==> src/rtl/dma_channel_sequencer.sv <==
// Multi-channel DMA transfer sequencer: DREQ arbitration, HRQ/HLDA handshake,
// SI..S4 transfer sequencing, bus strobes and per-channel address/count state.
module dma_channel_sequencer #(
  parameter int unsigned NCH    = 4,
  parameter int unsigned ADDR_W = 16,
  parameter int unsigned CNT_W  = 16,
  parameter bit          ROTATE = 1'b0
) (
  input  logic                    clk,
  input  logic                    reset,
  input  logic                    cs,
  input  logic                    ld_en,
  input  logic [$clog2(NCH)-1:0]  ld_ch,
  input  logic [ADDR_W-1:0]       ld_addr,
  input  logic [CNT_W-1:0]        ld_cnt,
  input  logic                    ld_wr,
  input  logic                    ld_blk,
  input  logic [NCH-1:0]          dreq,
  input  logic                    HLDA,
  input  logic                    ready,
  output logic                    HRQ,
  output logic                    AEN,
  output logic                    ADSTB,
  output logic [NCH-1:0]          dack,
  output logic                    memread,
  output logic                    memwrite,
  output logic                    ior,
  output logic                    iow,
  output logic [ADDR_W-1:0]       addr,
  output logic                    tc,
  output logic [NCH-1:0]          mask
);

  localparam int unsigned CH_W = $clog2(NCH);

  typedef enum logic [2:0] {SI, S0, S1, S2, S3, S4} state_e;

  state_e            state_q, state_d;
  logic [CH_W-1:0]   ch_q, ch_d;
  logic [CH_W-1:0]   last_q, last_d;
  logic [NCH-1:0]    mask_q, mask_d;
  logic [ADDR_W-1:0] ch_addr_q [NCH];
  logic [ADDR_W-1:0] ch_addr_d [NCH];
  logic [CNT_W-1:0]  ch_cnt_q  [NCH];
  logic [CNT_W-1:0]  ch_cnt_d  [NCH];
  logic [NCH-1:0]    ch_wr_q, ch_wr_d;
  logic [NCH-1:0]    ch_blk_q, ch_blk_d;

  logic              hrq_q, hrq_d, aen_q, aen_d, adstb_q, adstb_d;
  logic              memread_q, memread_d, memwrite_q, memwrite_d;
  logic              ior_q, ior_d, iow_q, iow_d, tc_q, tc_d;
  logic [NCH-1:0]    dack_q, dack_d;

  logic [NCH-1:0]    eligible;
  logic              grant_vld;
  logic [CH_W-1:0]   grant_ch;
  logic [CH_W-1:0]   idx_v;
  int unsigned       start_v;
  logic              abort;
  logic              ld_ok;
  logic              rd_on, wr_on;

  assign eligible = dreq & ~mask_q;
  assign abort    = (state_q inside {S1, S2, S3, S4}) && !HLDA;
  assign ld_ok    = !cs && ld_en && (32'(ld_ch) < NCH) &&
                    !((state_q != SI) && (ld_ch == ch_q));

  // Priority search: from ch0 (fixed) or from the channel after the last served one (rotate)
  always_comb begin
    grant_vld = 1'b0;
    grant_ch  = '0;
    idx_v     = '0;
    start_v   = ROTATE ? ((32'(last_q) + 1) % NCH) : 0;
    for (int unsigned i = 0; i < NCH; i++) begin
      idx_v = CH_W'((start_v + i) % NCH);
      if (!grant_vld && eligible[idx_v]) begin
        grant_vld = 1'b1;
        grant_ch  = idx_v;
      end
    end
  end

  // Next-state, channel bookkeeping and register-file loads
  always_comb begin
    state_d   = state_q;
    ch_d      = ch_q;
    last_d    = last_q;
    mask_d    = mask_q;
    ch_addr_d = ch_addr_q;
    ch_cnt_d  = ch_cnt_q;
    ch_wr_d   = ch_wr_q;
    ch_blk_d  = ch_blk_q;
    if (abort) begin
      state_d = SI;
    end else begin
      case (state_q)
        SI: if (grant_vld) begin
          state_d = S0;
          ch_d    = grant_ch;
          last_d  = grant_ch;
        end
        S0: if (HLDA) state_d = S1;
        S1: state_d = S2;
        S2: state_d = S3;
        S3: if (ready) state_d = S4;
        S4: begin
          ch_addr_d[ch_q] = ch_addr_q[ch_q] + ADDR_W'(1);
          ch_cnt_d[ch_q]  = ch_cnt_q[ch_q] - CNT_W'(1);
          if (ch_cnt_q[ch_q] == '0) begin
            mask_d[ch_q] = 1'b1;
            state_d      = SI;
          end else if (ch_blk_q[ch_q]) begin
            state_d = S1;
          end else begin
            state_d = SI;
          end
        end
        default: state_d = SI;
      endcase
    end
    // Active-channel loads are blocked outside SI, which also makes TC win over a same-cycle load
    if (ld_ok) begin
      ch_addr_d[ld_ch] = ld_addr;
      ch_cnt_d[ld_ch]  = ld_cnt;
      ch_wr_d[ld_ch]   = ld_wr;
      ch_blk_d[ld_ch]  = ld_blk;
      mask_d[ld_ch]    = 1'b0;
    end
  end

  // Bus outputs decoded from the next state so they come straight from flops
  always_comb begin
    hrq_d      = (state_d != SI);
    aen_d      = (state_d inside {S1, S2, S3, S4});
    adstb_d    = (state_d == S1);
    dack_d     = '0;
    if (state_d inside {S2, S3, S4}) dack_d[ch_d] = 1'b1;
    rd_on      = (state_d inside {S2, S3});
    wr_on      = (state_d == S3);
    ior_d      = rd_on &&  ch_wr_q[ch_d];
    memread_d  = rd_on && !ch_wr_q[ch_d];
    memwrite_d = wr_on &&  ch_wr_q[ch_d];
    iow_d      = wr_on && !ch_wr_q[ch_d];
    tc_d       = (state_d == S4) && (ch_cnt_q[ch_d] == '0);
  end

  // State, channel and output registers
  always_ff @(posedge clk or negedge reset) begin
    if (!reset) begin
      state_q    <= SI;
      ch_q       <= '0;
      last_q     <= CH_W'(NCH - 1);
      mask_q     <= '1;
      ch_wr_q    <= '0;
      ch_blk_q   <= '0;
      for (int unsigned i = 0; i < NCH; i++) begin
        ch_addr_q[i] <= '0;
        ch_cnt_q[i]  <= '0;
      end
      hrq_q      <= 1'b0;
      aen_q      <= 1'b0;
      adstb_q    <= 1'b0;
      dack_q     <= '0;
      memread_q  <= 1'b0;
      memwrite_q <= 1'b0;
      ior_q      <= 1'b0;
      iow_q      <= 1'b0;
      tc_q       <= 1'b0;
    end else begin
      state_q    <= state_d;
      ch_q       <= ch_d;
      last_q     <= last_d;
      mask_q     <= mask_d;
      ch_wr_q    <= ch_wr_d;
      ch_blk_q   <= ch_blk_d;
      ch_addr_q  <= ch_addr_d;
      ch_cnt_q   <= ch_cnt_d;
      hrq_q      <= hrq_d;
      aen_q      <= aen_d;
      adstb_q    <= adstb_d;
      dack_q     <= dack_d;
      memread_q  <= memread_d;
      memwrite_q <= memwrite_d;
      ior_q      <= ior_d;
      iow_q      <= iow_d;
      tc_q       <= tc_d;
    end
  end

  assign HRQ      = hrq_q;
  assign AEN      = aen_q;
  assign ADSTB    = adstb_q;
  assign dack     = dack_q;
  assign memread  = memread_q;
  assign memwrite = memwrite_q;
  assign ior      = ior_q;
  assign iow      = iow_q;
  assign tc       = tc_q;
  assign mask     = mask_q;
  assign addr     = (state_q inside {S1, S2, S3, S4}) ? ch_addr_q[ch_q] : '0;

endmodule
==> config.mk <==
export PLATFORM = sky130hd
export DESIGN_NAME = dma_channel_sequencer
export DESIGN_NICKNAME = d
export VERILOG_FILES = /design/src/rtl/dma_channel_sequencer.sv
export SDC_FILE = /design/constraint.sdc
export NUM_CORES = 1
export LEC_CHECK = 0
export ABC_CLOCK_PERIOD_IN_PS = 2350
export BUFFER_PORTS_ARGS = -buffer_cell sky130_fd_sc_hd__buf_2
export CAP_MARGIN = 30
export CORE_MARGIN = 10
export CORE_UTILIZATION = 54
export DETAILED_ROUTE_END_ITERATION = 12
export GPL_ROUTABILITY_DRIVEN = 1
export GPL_TIMING_DRIVEN = 0
export PLACE_DENSITY_LB_ADDON = 0.1
export SYNTH_ARGS = -nofsm -noshare
export SYNTH_HDL_FRONTEND = slang
export SYNTH_SLANG_ARGS = --single-unit
==> constraint.sdc <==
create_clock -name clk -period 2.35 [get_ports clk]
set_input_delay 0.235 -clock clk [delete_from_list [all_inputs] [get_ports clk]]
set_output_delay 0.235 -clock clk [all_outputs]
set_load 0.01 [all_outputs]
* Word level (Yosys, flattened, before mapping) *
Index checks and enable logic that the tools add are counted.

operators by class
  add/sub/neg operators = 2
  bitwise operators = 8
  eq/ne operators = 10
  magnitude comparators = 11
  reduce and logical (&&, ||, !) cells = 33
  mux-type cells = 58

operator list
  kind                     number
  $mux W64                 6
  $bwmux W64               4
  $mux W16                 9
  $bmux W16 S2             3
  $demux W16 S2            2
  $logic_not A16 Y1        2
  $mux W4                  5
  $pmux W3 S6              1
  $logic_and A1 B1 Y1      17
  $add A16 B1 Y16 const B  1
  $sub A16 B1 Y16 const B  1
  $mux W2                  7
  $eq A3 B2 Y1 const B     4
  $eq A3 B3 Y1 const B     4
  $mux W3                  4
  $mux W1                  10
  $ge A3 B3 Y1 const B     3
  $lt A2 B3 Y1 const B     3
  $not A2 Y3               3
  $reduce_bool A3 Y1       3
  $and A4 B4 Y4            2
  $bwmux W4                2
  $not A4 Y4               2
  $reduce_bool A4 Y1       2
  other kinds (10)         22

word-level totals
  word-level logic and storage cells = 144
  flip-flop bits (word level) = 157
  input bits = 46
  output and inout bits = 32

* Longest topological paths before layout *
  depth after elaboration = 21
  mapped depth = 10
  gate-level depth less buffers = 8

* Worst setup path after synthesis *
OpenSTA, ideal clock, no wires.

  kind = register to register
  start = register ch_q[0]
  end = register ch_cnt_q[40] (netlist bit)
  buffers on the path = 2
  period minus slack after synthesis = 2.575 ns
  arrival time = 2.438 ns
  slack = -0.225 ns
  setup time = 0.137 ns
  required time = 2.213 ns
  stages on the path, launching flop included = 11
  cell sequence = dfrtp_1 > buf_6 > buf_6 > mux4_2 > inv_1 > ha_1 > nor3b_4 > nand2_1 > or3_1 > xor2_1 > a21oi_1

RTL lines
  what                      RTL line  text
  start: declaration        39        logic [CH_W-1:0] ch_q, ch_d;
  start signal: assignment  171       ch_q <= ch_d;
  end signal: assignment    177       ch_cnt_q <= ch_cnt_d;
  end: declaration          44        logic [CNT_W-1:0] ch_cnt_q [NCH];

==> results.toml <==
[synth]
yosys.area_share.simple_pct = 19.41
synth_area_per_cell_um2 = 9.422
syn_inst = 930
yosysUniqueCellTypes = 56
synthArstFlopShare_pct = 100.0
synth_mux_area_share_pct = 9.353
syn_nets = 979
syn_area_um2 = 8762
yosys-top-cells-area = "dfrtp_1 44%, mux4_2 7.5%, nand2_1 5.5%, o21ai_0 5.4%, a21oi_1 4.7%"
synthAdderAreaFrac_pct = 0.4284
synth_edf_count = 0
ys_seq_elements = 157
ys.flop_type = "dfrtp_1"
synth_compound_area_share_pct = 19.62
yosys.area.top_type = "dfrtp_1"
yosysTopAreaCellShare_pct = 43.70
yosysWarnings = 0
synth_top_family_by_area = "compound AO/OA/AOI/OAI gates"
synth_xor_area_share_pct = 2.599
seq_area_frac_synth_pct = 44.90

[power]
powerDensity_nw_per_um2 = 1710
clockPowerShare_pct = 13.9
combPwrFrac_pct = 62.7
p_switching_mw = 9.037
swShare_pct = 42.93
peakVddDrop_uv = 811.6
leakagePower_nw = 5.505
power_frac_seq_pct = 23.4
p_int_mw = 12.01

[floorplan]
rows = 46
initial_core_util_pct = 55.16
core-area_um2 = 15890
io_pins = 78
die_area_um2 = 21720
die_w_um = 147.4
die_y_um = 147.4

[global_route]
grt_pass1_vias = 9186
grt_pass1_wl_um = 53340
grt_overflow = 0
antenna_found_initial = 0
grt.total_usage_pct = 31.68
grt_max_degree = 84

[clock_tree]
path_clk_slew_ns = 0.07
cts_root_buffer = "clkbuf_16"
clockBufferDepth = 2
cts_tree = "done"
h-tree-depth = 4
clock_sinks = 157
cts_buffers = 17
clkLatencyLatePin_ns = 0.44

[timing]
final-hold-violation-count = 0
finalWorstSetupSlack_ns = -0.5395
finClkSkew_ns = 0.01024
rsz0062_at_grt = "true"
tightest_slew_ns = 0.7011
slew_headroom_pct = 52.83
setup_viol = 133
drv_slew = 0
min_period_ns = 2.890
period_share_pct = 123.0
tns_ns = -32.17
fmax_mhz = 346.1

[critical_path]
worst-setup-path-type = "flop to flop"
r2r_cells = 11
critPathLaunchType = "flop"
path_cells = "buf_8 > buf_12 > mux4_2 > inv_2 > ha_4 > nor3b_4 > buf_6 > nand4_1 > xor2_2 > a21oi_1 > a21o_1"
end_kind = "flop"
r2r_setup_slack_ns = -0.54
slowest_stage = "mux4_2"
r2r-end = "ch_cnt_q[62]"
worstPathArrival_ns = 3.22
max_stage_delay_ns = 0.55
required_ns = 2.68
cp_max_fo = 7
r2r-start = "ch_q[0]"

[routing]
viasPerCell = 7.096
vias = 9700
wl_per_cell_um = 27.95
drt-total-wl_um = 38210
drc = 0
ant_nets = 0
drtIter0Drc = 1672
drt_pass1_iterations = 6

[layout]
most-common-layout-cells = "152 x dfrtp_1, 125 x nand2_1, 82 x buf_4, 76 x buf_2, 74 x o21ai_0"
design_area_um2 = 12310
multi_input_area_um2 = 5484
area_delta_synth_final_pct = 40.47
nets = 1187
num_antenna_cells = 0
drive_gt1_share_pct = 39.10
final_common_cell = "dfrtp_1"
final_cells = 1367
seqCellArea_um2 = 3935
n_fill_cell = 984

[place]
finalWeightedCongestion = 0.9824
dpl.hpwl_um = 21890
dpl_cell_area_um2 = 9500
place.port_buffers = 76
place_inst = 1224

[min_path]
hp-start = "ld_blk"
min_path_cells = 3
min_to = "ch_blk_q[2]"
hold_class = "primary input to flop"

[run]
drv_cap = 0

[status]
outcome = "finished with violations"
violations = "setup timing"
==> worst max-delay path by stage <==
stage                       start      endpoint  cells after the start
final                     ch_q[0]  ch_cnt_q[62]                     11
after global routing      ch_q[0]  ch_cnt_q[62]                     11
after CTS                 ch_q[0]  ch_cnt_q[56]                     10
after detailed placement  ch_q[1]  ch_cnt_q[48]                      9
after global placement      reset  ch_cnt_q[13]                      1
after floorplan           ch_q[0]  ch_cnt_q[40]                     10
==> area by class of cell <==
cell class | instances | area share (%)
Clock inverter | 10 | 1.118
Tap cell | 216 | 2.196
Inverter | 8 | 0.2745
Multi-Input combinational cell | 699 | 44.56
Buffer | 63 | 3.883
Sequential cell | 157 | 31.97
Clock buffer | 22 | 3.771
Timing Repair Buffer | 192 | 12.23
==> cells by family (layout without fill, tap and decap cells) <==
| group | Yosys count | count (layout) |
|---|---|---|
| AOI/OAI and AO/OA | 286 | 286 |
| and+or+nand+nor | 342 | 342 |
| muxes | 42 | 42 |
| adders and majority gates | 3 | 3 |
| buffers and inverters | 74 | 295 |
| xor gates and xnor gates | 26 | 26 |
| DFF | 157 | 157 |
==> power by group through the flow <==
stage | Sequential (mW) | Combinational (mW) | Clock, mW
4_1_cts | 4.77 | 9.87 | 2.86
5_1_grt | 4.99 | 13.7 | 3.01
2_1_floorplan | 4.48 | 5.48 | 0
6_report | 4.92 | 13.2 | 2.93
3_5_place_dp | 4.77 | 7.26 | 0
3_3_place_gp | 4.77 | 7.13 | 0
==> layer usage <==
metal  GRT usage (%)  vias to the layer above  share of wire [%]
met1           39.21                     4621                 34
li1                -                     3789                  -
met2           47.66                      985                 44
met5               0                        -                  0
met3           12.27                      305                 15
met4           15.46                        0                7.3
==> critical path: cells and delay by family, from the launching register on <==
kind | cells | cell delay [ns]
AO/OA/AOI/OAI | 2 | 0.29
XOR/XNOR | 1 | 0.34
adder cells (fa/ha/maj) | 1 | 0.13
buffers and inverters | 4 | 0.56
flip-flops | 1 | 0.35
multiplexers | 1 | 0.55
AND/OR/NAND/NOR | 2 | 0.54
==> cells in the mapped netlist, types with 7 or more instances <==
cell type,number
dfrtp_1,153
nand2_1,129
o21ai_0,94
a21oi_1,83
nor2_1,64
clkbuf_1,53
a21o_1,41
mux4_2,29
nand3_1,27
o211ai_1,27
and3_1,22
nor2b_1,21
nor4_1,17
or3_1,14
xor2_1,14
xnor2_1,12
nor3_1,11
a31oi_1,10
nand4_1,9
inv_1,8
mux2i_1,8
o21ai_1,8
nand2b_1,7
==> flip-flops by register name, indices dropped and copies added (netlist names) <==
signal / flops
ior: 1
HRQ: 1
memread: 1
dack: 4
ch_wr_q: 4
mask: 4
ch_q: 2
ch_cnt_q: 64
tc: 1
state_q: 3
iow: 1
ch_addr_q: 64
ch_blk_q: 4
AEN: 1
memwrite: 1
ADSTB: 1
==> through the flow <==
stage	util, %	setup slack (ns)	hold WS (ns)	total power, mW
2_1_floorplan	-	-0.1348	-0.06059	9.959
3_3_place_gp	59.52	-1.384	0.4556	11.90
3_5_place_dp	59.81	-1.112	0.2397	12.03
4_1_cts	71.38	-0.2592	0.04699	17.50
5_1_grt	77.48	-0.6016	0.05068	21.68
6_report	77.48	-0.5395	0.03713	21.05
==> repair_timing <==
action	4_1_cts	5_1_grt
endpoints found under the hold margin	70	0
gates resized for setup	187	165
setup endpoints to repair	165	164
buffers inserted	64	53
cloned	1	1
pin swaps	61	69
hold buffers	1	0
Power figures use the tool's default switching activity.
